$ cat src/rtl/exu_div_issue_mbpta_ctl.sv
// Issue/collect controller for the constant-latency (MBPTA) divider: one request in flight, flush-safe.
// Optional latency checking and lat_err port are enabled by defining RV_DIV_MBPTA_LATENCY_CHECK_EN.
package exu_div_pkg;
    typedef struct packed {
        logic valid;
        logic unsign;
        logic rem;
    } div_pkt_t;
endpackage

module exu_div_issue_mbpta_ctl
    import exu_div_pkg::*;
#(
    parameter int DIV_LATENCY = 36
) (
    input  logic        clk,
    input  logic        rst,
    input  logic        req_valid,
    output logic        req_ready,
    input  logic [31:0] req_dividend,
    input  logic [31:0] req_divisor,
    input  logic        req_unsign,
    input  logic        req_rem,
    input  logic [4:0]  req_tag,
    input  logic        flush_lower,
    output div_pkt_t    dp,
    output logic [31:0] dividend,
    output logic [31:0] divisor,
    input  logic        div_stall,
    input  logic        div_finish,
    input  logic [31:0] div_out,
    output logic        wb_valid,
    input  logic        wb_ready,
    output logic [4:0]  wb_tag,
    output logic [31:0] wb_data,
    output logic        busy
`ifdef RV_DIV_MBPTA_LATENCY_CHECK_EN
    ,
    output logic        lat_err
`endif
);

    typedef enum logic [2:0] {
        IDLE,
        ISSUE,
        WAIT,
        WB,
        DRAIN
    } state_t;

    state_t     state;
    logic [5:0] cnt;

`ifdef RV_DIV_MBPTA_LATENCY_CHECK_EN
    localparam logic [5:0] CNT_EXPECTED = 6'(DIV_LATENCY - 1);
    localparam logic [5:0] CNT_TIMEOUT  = 6'(DIV_LATENCY + 2);
`endif

    assign req_ready = (state == IDLE);

    // dp is a one-cycle launch pulse; every path except IDLE->ISSUE clears it.
    always_ff @(posedge clk or posedge rst) begin
        if (rst) begin
            state    <= IDLE;
            cnt      <= '0;
            dp       <= '0;
            dividend <= '0;
            divisor  <= '0;
            wb_valid <= 1'b0;
            wb_tag   <= '0;
            wb_data  <= '0;
            busy     <= 1'b0;
`ifdef RV_DIV_MBPTA_LATENCY_CHECK_EN
            lat_err  <= 1'b0;
`endif
        end else begin
            dp <= '0;
            case (state)
                IDLE: begin
                    if (req_valid && !flush_lower) begin
                        dividend  <= req_dividend;
                        divisor   <= req_divisor;
                        wb_tag    <= req_tag;
                        dp.valid  <= 1'b1;
                        dp.unsign <= req_unsign;
                        dp.rem    <= req_rem;
                        busy      <= 1'b1;
                        state     <= ISSUE;
                    end
`ifdef RV_DIV_MBPTA_LATENCY_CHECK_EN
                    if (div_finish) begin
                        lat_err <= 1'b1;
                    end
`endif
                end
                ISSUE: begin
                    cnt   <= 6'd1;
                    state <= flush_lower ? DRAIN : WAIT;
                end
                WAIT: begin
                    if (cnt != 6'd63) begin
                        cnt <= cnt + 6'd1;
                    end
                    if (flush_lower && div_finish) begin
                        busy  <= 1'b0;
                        state <= IDLE;
                    end else if (div_finish) begin
                        wb_data  <= div_out;
                        wb_valid <= 1'b1;
                        state    <= WB;
`ifdef RV_DIV_MBPTA_LATENCY_CHECK_EN
                        if (cnt != CNT_EXPECTED) begin
                            lat_err <= 1'b1;
                        end
`endif
                    end else if (flush_lower) begin
                        state <= DRAIN;
`ifdef RV_DIV_MBPTA_LATENCY_CHECK_EN
                    end else if (cnt == CNT_TIMEOUT) begin
                        // Divider overdue: give up and treat any late completion as orphaned.
                        cnt     <= cnt;
                        lat_err <= 1'b1;
                        state   <= DRAIN;
`endif
                    end
                end
                WB: begin
                    if (wb_ready) begin
                        wb_valid <= 1'b0;
                        busy     <= 1'b0;
                        state    <= IDLE;
                    end
`ifdef RV_DIV_MBPTA_LATENCY_CHECK_EN
                    if (div_finish) begin
                        lat_err <= 1'b1;
                    end
`endif
                end
                DRAIN: begin
                    if (div_finish || !div_stall) begin
                        busy  <= 1'b0;
                        state <= IDLE;
                    end
                end
                default: begin
                    busy  <= 1'b0;
                    state <= IDLE;
                end
            endcase
        end
    end

endmodule

$ cat config.mk
export PLATFORM = sky130hd
export DESIGN_NAME = exu_div_issue_mbpta_ctl
export DESIGN_NICKNAME = d
export VERILOG_FILES = /design/src/rtl/exu_div_issue_mbpta_ctl.sv
export SDC_FILE = /design/constraint.sdc
export NUM_CORES = 1
export LEC_CHECK = 0
export ABC_AREA = 1
export CAP_MARGIN = 0
export CORE_UTILIZATION = 40
export DETAILED_ROUTE_END_ITERATION = 16
export HOLD_SLACK_MARGIN = 0.1
export PLACE_DENSITY = 0.8
export SLEW_MARGIN = 20
export SYNTH_ARGS = -nofsm -noshare
export SYNTH_HDL_FRONTEND = slang
export SYNTH_SLANG_ARGS = --single-unit
$ cat constraint.sdc
create_clock -name clk -period 4 [get_ports clk]
set_input_delay 0.4 -clock clk [delete_from_list [all_inputs] [get_ports clk]]
set_output_delay 0.4 -clock clk [all_outputs]
set_load 0.02 [all_outputs]
==> results.md <==
- Status: finished clean
- #FFs+latches synth: 109
- Drt wl/cell: 13.7 µm
- Layout cells sized above 1: 4.02%
- CP Capture Type: output pin
- Most frequent cell after synthesis: nand2_1
- IO Port Bufs: 216
- Area contributors post-synth: dfrtp_1, nand2_1, buf_6, buf_2, nor2_1
- CP max stage delay: 0.62 ns
- Total GRT Usage: 20.8%
- Initial antenna violation count: 0
- Final Cell Area: 6680 µm²
- CP max stage cell: clkdlybuf4s50_1
- Uppermost routed layer: met4
- Kind of cell adding the most delay to the critical path: buffers and inverters
- Leakage power: 3.32 nW
- DR vias: 3832
- Minimum clock period: 2.24 ns
- Ys Warns: 0
- M1 WL: 4640 µm
- Met3 wire length: 920 µm
- HPWL Detailed: 8090 µm
- Ports: 217
- Worst hold path class: reg -> reg
- Antenna diode count: 0
- Starting DRT DRC Count: 219
- # H-tree levels: 3
- Clk root buf: clkbuf_8
- FFs w/ async S/R, synth: 100%
- Setup ws final: 1.76 ns
- Post-route DRC: 0
- Fmax: 0.447 GHz
- DR pass1 iterations: 4
- Final hold viol count: 0
- CORE AREA: 10400 µm²
- Max-slew violations: 0
- CTS tree: done
- Number of flops mapped to enable cells by yosys: 0
- Synth cell types: 20
- Sink Count: 109
- Clock insertion delay at the later pin of the skew report: 0.36 ns
- Clock Pin Slew Worst Setup and Hold Paths: 0.09 ns
- Yosys top cell by area: dfrtp_1
- Layout Nets: 802
- Postcts setup bufs: 0
- Residual overflow from global routing: 0
- Via density: 4.60
- Area delta synth->final: 55.5%
- Post-cts resize count: 0
- VDD IR-drop max: 0.000354 V
- # setup viols final: 0
- Dpl cell area: 6490 µm²
- Critical path cell sequence: nor2_4 -> nand2_4 -> inv_4 -> clkdlybuf4s50_1
- CP Data Required Time: 3.60 ns
- Netlist Area Pre-Place: 4300 µm²
- Full die area: 11200 µm²
- Routed Antenna Nets: 0
- First-pass GRT wire length: 18300 µm
- Post-Syn Instances: 484
- CP bufs+invs: 2
- Pwr Density: 763 nW/µm²
- Total CTS buffers: 9
- CP Max Fanout: 8
- Die Ht: 106 µm
- Starting density of the core: 41.4%
- Post-cts hold buffer count: 0
- Slew HR: 43.9%
- Critical Path Source Type: flop
- Row cnt: 37
- Pre-CTS setup slack: 1.64 ns
- Drt total wl: 11400 µm
- Setup_tns: 0 ns
- Met2 Routed Length: 5560 µm
- Slew @ Worst Pin: 0.841 ns
- Synthesized net count: 594
- Top-area cell type share of the netlist area: 63.5%
- CTS Buffer Depth: 2
- RSZ-0062 raised after global routing: false
- Syn Area/Cell: 8.87 µm²
- Clk_skew: 0.0105 ns
- CP arrival: 1.84 ns
- Max_cap viols: 0
- GP Congestion: 0.798
- Layout fillers: 870
- Post-synth top cells: nand2_1, dfrtp_1, buf_6, nor2_1, buf_2
- Commonest register cell after synthesis: dfrtp_1
- Largest net degree at the start of global routing: 95
- Post-synthesis sequential area ratio: 63.5%
- CP Class: reg -> out
- Number of global-route vias before repair: 3816
- Total power: 0.00510 W
- Die X-Extent: 106 µm
- Part of the cycle the worst path needs: 55.9%
## layout by cell type, fill, tap and decap left out, drive strengths merged
cell type and instances:
dfrtp 109, clkinvlp 1, buf 2, clkdlybuf4s50 216
clkbuf 12, o21ai 2, nor2 10, clkinv 2
nand2 322, inv 11, nand4 2, nand3 5
a21oi 1, o21bai 1, bufinv 1
## cell type report
cell class,count,area (µm²),area share (%)
clock buffer,12,145,2.17
clock inverter,4,47.5,0.712
inverter,11,53.8,0.805
multi-input combinational,343,1360,20.4
sequential,109,2730,40.8
tap,136,170,2.55
timing repair buffer,218,2180,32.6
## where the power goes
| part | switching, W | internal, W | total, W |
|---|---|---|---|
| clock | 0.000352 | 0.000306 | 0.000657 |
| combinational | 0.00135 | 0.00118 | 0.00254 |
| sequential | 0.000307 | 0.00160 | 0.00191 |
## through the flow
step / instances / hold slack [ns] / utilization [%]
after floorplan: 484 / 0.485 / -
after global placement: 817 / 0.461 / 62.5
after detailed placement: 817 / 0.464 / 62.6
after CTS: 833 / 0.489 / 64.4
after global routing: 833 / 0.505 / 64.4
final: 833 / 0.483 / 64.4
## registers in the layout, summed over array words and instances (netlist names)
name,cells
dividend,32
divisor,32
wb_data,32
wb_tag,5
dp,3
state,3
busy,1
wb_valid,1
## final timing paths
check	from	to	slack, ns	cells after the start
setup / recovery	state[1]$_DFFE_PP0P_	req_ready	1.76	4
hold / removal	wb_data[16]$_DFFE_PP0P_	wb_data[16]$_DFFE_PP0P_	0.48	2
setup reg to reg	state[2]$_DFFE_PP0P_	wb_data[14]$_DFFE_PP0P_	2.01	5
hold reg to reg	wb_data[16]$_DFFE_PP0P_	wb_data[16]$_DFFE_PP0P_	0.48	2
max in group asynchronous	rst	dp[0]$_DFF_PP0_	2.77	3
min in group asynchronous	rst	wb_tag[0]$_DFFE_PP0P_	0.56	2
## logic make-up after synthesis
family                 share of synthesized area (%)
AO/OA/AOI/OAI                                  0.524
flip-flops                                      63.5
buffers and inverters                           4.84
AND/OR/NAND/NOR                                 31.1
## worst reg2reg max path, stage by stage (launching register included)
cell and delay [ns]:
dfrtp_1 0.46, nor2_4 0.19, nand4_4 0.41, inv_2 0.61, nand2_1 0.16, nand2_1 0.10
## layer usage
layer	vias up	GRT usage, %
met4	0	9.23
met5	-	0
li1	1866	-
met2	152	34.7
met3	18	5.75
met1	1796	25.3
(Power assumes the default switching activity.)
